<file path="src/rtl/alu_mul_sequencer.sv">
`default_nettype none
// ============================================================================
// Module   : alu_mul_sequencer
// Purpose  : Multi-cycle unsigned shift-add multiplier (low 32 product bits)
//            that drives the shared execute-stage ALU one micro-op per cycle.
// Revision : 1.0  initial release
// ============================================================================
module alu_mul_sequencer #(
    parameter int         WIDTH  = 32,
    parameter logic [3:0] OP_ADD = 4'b0000,
    parameter logic [3:0] OP_SLL = 4'b0111,
    parameter logic [3:0] OP_SRL = 4'b1000
) (
    input  logic             clk,
    input  logic             rst_n,
    input  logic             start_valid,
    output logic             start_ready,
    input  logic [WIDTH-1:0] a_in,
    input  logic [WIDTH-1:0] b_in,
    output logic             res_valid,
    input  logic             res_ready,
    output logic [WIDTH-1:0] result,
    output logic             busy,
    output logic [WIDTH-1:0] alu_d0,
    output logic [WIDTH-1:0] alu_d1,
    output logic [3:0]       alu_s,
    input  logic [WIDTH-1:0] alu_y
);

    typedef enum logic [2:0] {
        ST_IDLE = 3'd0,
        ST_ACC  = 3'd1,
        ST_SHL  = 3'd2,
        ST_SHR  = 3'd3,
        ST_DONE = 3'd4
    } state_t;

    localparam logic [WIDTH-1:0] c_one = {{(WIDTH-1){1'b0}}, 1'b1};

    state_t           r_state;
    state_t           w_state_nxt;
    logic [WIDTH-1:0] r_acc;
    logic [WIDTH-1:0] r_mcand;
    logic [WIDTH-1:0] r_mult;
    logic [WIDTH-1:0] w_acc_nxt;
    logic [WIDTH-1:0] w_mcand_nxt;
    logic [WIDTH-1:0] w_mult_nxt;

    always_ff @(posedge clk) begin
        if (!rst_n) begin
            r_state <= ST_IDLE;
            r_acc   <= '0;
            r_mcand <= '0;
            r_mult  <= '0;
        end else begin
            r_state <= w_state_nxt;
            r_acc   <= w_acc_nxt;
            r_mcand <= w_mcand_nxt;
            r_mult  <= w_mult_nxt;
        end
    end

    // One ALU micro-op per state; the loop ends as soon as the multiplier
    // has shifted down to zero, so no iteration counter is kept.
    always_comb begin
        w_state_nxt = r_state;
        w_acc_nxt   = r_acc;
        w_mcand_nxt = r_mcand;
        w_mult_nxt  = r_mult;
        alu_d0      = '0;
        alu_d1      = '0;
        alu_s       = 4'b0000;
        case (r_state)
            ST_IDLE: begin
                if (start_valid) begin
                    w_acc_nxt   = '0;
                    w_mcand_nxt = a_in;
                    w_mult_nxt  = b_in;
                    w_state_nxt = (b_in == '0) ? ST_DONE : ST_ACC;
                end
            end
            ST_ACC: begin
                alu_d0      = r_acc;
                alu_d1      = r_mcand;
                alu_s       = OP_ADD;
                if (r_mult[0]) begin
                    w_acc_nxt = alu_y;
                end
                w_state_nxt = ST_SHL;
            end
            ST_SHL: begin
                alu_d0      = r_mcand;
                alu_d1      = c_one;
                alu_s       = OP_SLL;
                w_mcand_nxt = alu_y;
                w_state_nxt = ST_SHR;
            end
            ST_SHR: begin
                alu_d0      = r_mult;
                alu_d1      = c_one;
                alu_s       = OP_SRL;
                w_mult_nxt  = alu_y;
                w_state_nxt = (alu_y == '0) ? ST_DONE : ST_ACC;
            end
            ST_DONE: begin
                if (res_ready) begin
                    w_state_nxt = ST_IDLE;
                end
            end
            default: begin
                w_state_nxt = ST_IDLE;
            end
        endcase
    end

    assign start_ready = (r_state == ST_IDLE);
    assign res_valid   = (r_state == ST_DONE);
    assign busy        = (r_state != ST_IDLE);
    assign result      = r_acc;

endmodule
`default_nettype wire

</file>
<file path="config.mk">
export PLATFORM = sky130hd
export DESIGN_NAME = alu_mul_sequencer
export DESIGN_NICKNAME = d
export VERILOG_FILES = /design/src/rtl/alu_mul_sequencer.sv
export SDC_FILE = /design/constraint.sdc
export NUM_CORES = 1
export LEC_CHECK = 0
export ABC_AREA = 1
export BUFFER_PORTS_ARGS = -buffer_cell sky130_fd_sc_hd__clkbuf_2
export CELL_PAD_IN_SITES_DETAIL_PLACEMENT = 0
export CELL_PAD_IN_SITES_GLOBAL_PLACEMENT = 1
export CORE_UTILIZATION = 35
export CTS_BUF_LIST = sky130_fd_sc_hd__clkbuf_4 sky130_fd_sc_hd__clkbuf_8 sky130_fd_sc_hd__clkbuf_16
export CTS_CLUSTER_SIZE = 16
export DETAILED_ROUTE_END_ITERATION = 16
export MAX_ROUTING_LAYER = met4
export PLACE_DENSITY = 0.85
export SYNTH_ARGS = -nofsm -noshare
export SYNTH_HDL_FRONTEND = slang
export SYNTH_SLANG_ARGS = --single-unit
</file>
<file path="constraint.sdc">
create_clock -name clk -period 3.99 [get_ports clk]
set_clock_uncertainty 0.05 [all_clocks]
set_input_delay 0.1995 -clock clk [delete_from_list [all_inputs] [get_ports clk]]
set_output_delay 0.1995 -clock clk [all_outputs]
set_load 0.005 [all_outputs]
</file>
==> results.py <==
metrics = {
    "drt": {
        "drt_iter0_drc": 353,
        "drt_wl_total_um": 16500,
        "drtPass1Iterations": 5,
        "viasPerCell": 5.08,
        "dr_total_vias": 5585,
        "routedWlPerCell_um": 15.0,
        "final_antenna_net_count": 0,
        "route.detailed.drc": 0,
    },
    "worst_setup_path": {
        "startpoint": "r_state[2]",
        "path_cells": "inv_2 -> nand2_2 -> nor2_4 -> buf_4 -> nand2_1 -> nand2_2 -> inv_2 -> a21oi_1 -> nor2_1",
        "crit_family": "simple AND/OR/NAND/NOR gates",
        "reg2reg_depth": 9,
        "r2r_end": "result[13]",
        "slowest_delay_ns": 0.53,
        "cp.depth": 9,
        "r2r_slack_ns": 1.18,
        "reg2reg_from": "r_state[2]",
        "worstPathArrival_ns": 3.00,
        "crit_buf_inv": 3,
        "worstPathMaxFanout": 33,
        "critical_path_class": "reg2reg",
        "cp-end-kind": "flip-flop",
        "cp-endpoint": "result[13]",
        "slowest_stage": "nand2_2",
        "cp.required_ns": 4.18,
        "startpoint_type": "flip-flop",
    },
    "floorplanning": {
        "initial_utilization": 0.361,
        "rows": 43,
        "die-area_um2": 14800,
        "die_h_um": 122,
        "coreArea_um2": 13900,
        "die_w_um": 122,
        "boundaryPins": 203,
    },
    "timing": {
        "fin_tns_setup_ns": 0,
        "fin_crit_sh": 0.705,
        "tightestPinTransition_ns": 0.870,
        "fin_crit_ns": 2.81,
        "drv_slew": 0,
        "grt_setup_unrepaired": "no",
        "setup_violations": 0,
        "max_freq_mhz": 355,
        "final_hold_viol_count": 0,
        "relSlewSlack": 0.420,
        "setup_slack_ns": 1.18,
    },
    "logic_synthesis": {
        "yosysSeqAreaShare": 0.394,
        "synthCells": 755,
        "synth_cell_types": 21,
        "ys_warn_count": 0,
        "synth_fa_ha_area_frac": 0,
        "synth_top_family_by_area": "compound AO/OA/AOI/OAI gates",
        "yosys.area.top_type": "dfxtp_1",
        "syn-cell-area_um2": 5030,
        "avgSynthCellArea_um2": 6.66,
        "synth_area_leaders": "dfxtp_1 39%, nand2_1 14%, o21ai_0 11%, nor2_1 8.1%, a31oi_1 8.0%",
        "syn_nets": 855,
        "synthSimpleGateAreaFrac": 0.240,
        "muxShareOfSynthArea": 0,
        "synth-xor-area-share": 0,
        "ys_ff_latch": 99,
        "synth_compound_area_frac": 0.275,
        "synth_top_area_frac": 0.394,
    },
    "layout": {
        "stdcell_count": 1099,
        "final_common_cell": "clkbuf_2",
        "mostFrequentLayoutCells": "202 x clkbuf_2, 189 x nand2_1, 108 x nor2_1",
        "stdcell_area_um2": 6350,
        "area_delta_synth_final_pct": 26.3,
        "layout-drive-gt1-share": 0.260,
        "fin_nets": 1017,
        "diodes": 0,
    },
    "place": {
        "port_buffers": 202,
        "dp_cells": 1086,
        "gp_congestion": 0.775,
        "hpwlAfterDp_um": 11100,
        "dp_worst_setup_slack_ns": 1.20,
        "post_dp_cell_area_um2": 6040,
    },
    "grt": {
        "grt.overflow.total": 0,
        "grt_pass1_vias": 5017,
        "grt_pass1_wl_um": 26100,
        "track_usage": 0.233,
        "antenna_found_initial": 0,
        "grt_max_degree": 98,
    },
    "clock_tree": {
        "cts_buffer_depth": 2,
        "cts-root-buf": "clkbuf_16",
        "insertion_delay_ns": 0.34,
        "cts.clk_slew.worst_paths_ns": 0.07,
        "post_cts_buffers": 0,
        "hold_buffers": 0,
        "numCtsBuffers": 9,
        "cts_tree": "yes",
        "cts_resized": 0,
        "clock_sinks": 99,
        "cts_htree_levels": 3,
    },
    "pwr": {
        "p_leak_nw": 2.86,
        "worst_ir_drop_vdd_mv": 0.246,
        "power_density_nw_per_um2": 504,
        "total_power_mw": 3.20,
    },
    "flow_run": {
        "cap_violations": 0,
    },
    "min_path": {
        "worstHoldPathType": "in2reg",
    },
    "run_status": {
        "status": "complete, no violations",
    },
}
==> layer usage <==
layer	GRT usage	part of all wire	wire [µm]
met2	0.347	0.45	7340
met5	-	0	0
met1	0.314	0.47	7770
met4	0.0910	0.019	308
met3	0.0351	0.064	1050
==> kinds of logic after synthesis <==
logic type | count (synthesis)
simple gates | 309
flops | 99
buf+inv | 102
compound gates | 245
==> cell type report <==
| type | instances | area [µm²] |
|---|---|---|
| clock buffer | 10 | 239 |
| clock inverter | 3 | 65.1 |
| inverter | 42 | 158 |
| sequential | 99 | 1980 |
| timing repair buffer | 211 | 1080 |
| multi-input combinational | 554 | 2600 |
| tap | 180 | 225 |
| fill | 1529 | 7590 |
==> per-stage QoR <==
step,utilization,hold slack [ns]
floorplan,-,0.287
global placement,0.434,0.403
detailed placement,0.434,0.405
CTS,0.456,0.0298
global route,0.456,0.0481
finish,0.456,0.0430
==> synth_stat cells <==
cell type and count:
a21oi_1 34, a22oi_1 16, a31oi_1 64, buf_1 1, buf_2 39, buf_4 6
clkbuf_1 14, clkinv_1 1, dfxtp_1 99, inv_1 36, inv_2 5, nand2_1 189
nand2_2 4, nand2_4 3, nand3_1 2, nor2_1 108, nor2_2 2, nor2_4 1
o211ai_1 15, o21ai_0 106, o21ai_1 10
==> power by group <==
group / leakage, nW / switching, mW / internal [mW] / total (mW)
sequential: 0.819 / 0.111 / 1.19 / 1.30
combinational: 1.89 / 0.634 / 0.344 / 0.978
clock: 0.150 / 0.371 / 0.555 / 0.926
==> worst min-delay path, cell delays in order <==
cell and delay, ns:
clkbuf_2 0.08, nand2_1 0.05, a31oi_1 0.07
==> state kept, by name, summed over array words and instances, names as in the netlist <==
| register | cells |
|---|---|
| r_mcand | 32 |
| r_state | 3 |
| result | 32 |
| r_mult | 32 |
==> worst min path at each step <==
stage	startpoint	to	depth (start not counted)
2_1_floorplan	alu_y[0]	result[0]	2
3_3_place_gp	a_in[9]	r_mcand[9]	3
3_5_place_dp	a_in[9]	r_mcand[9]	3
4_1_cts	a_in[9]	r_mcand[9]	3
5_1_grt	a_in[21]	r_mcand[21]	3
6_report	a_in[9]	r_mcand[9]	3
Power figures use the tool's default switching activity.
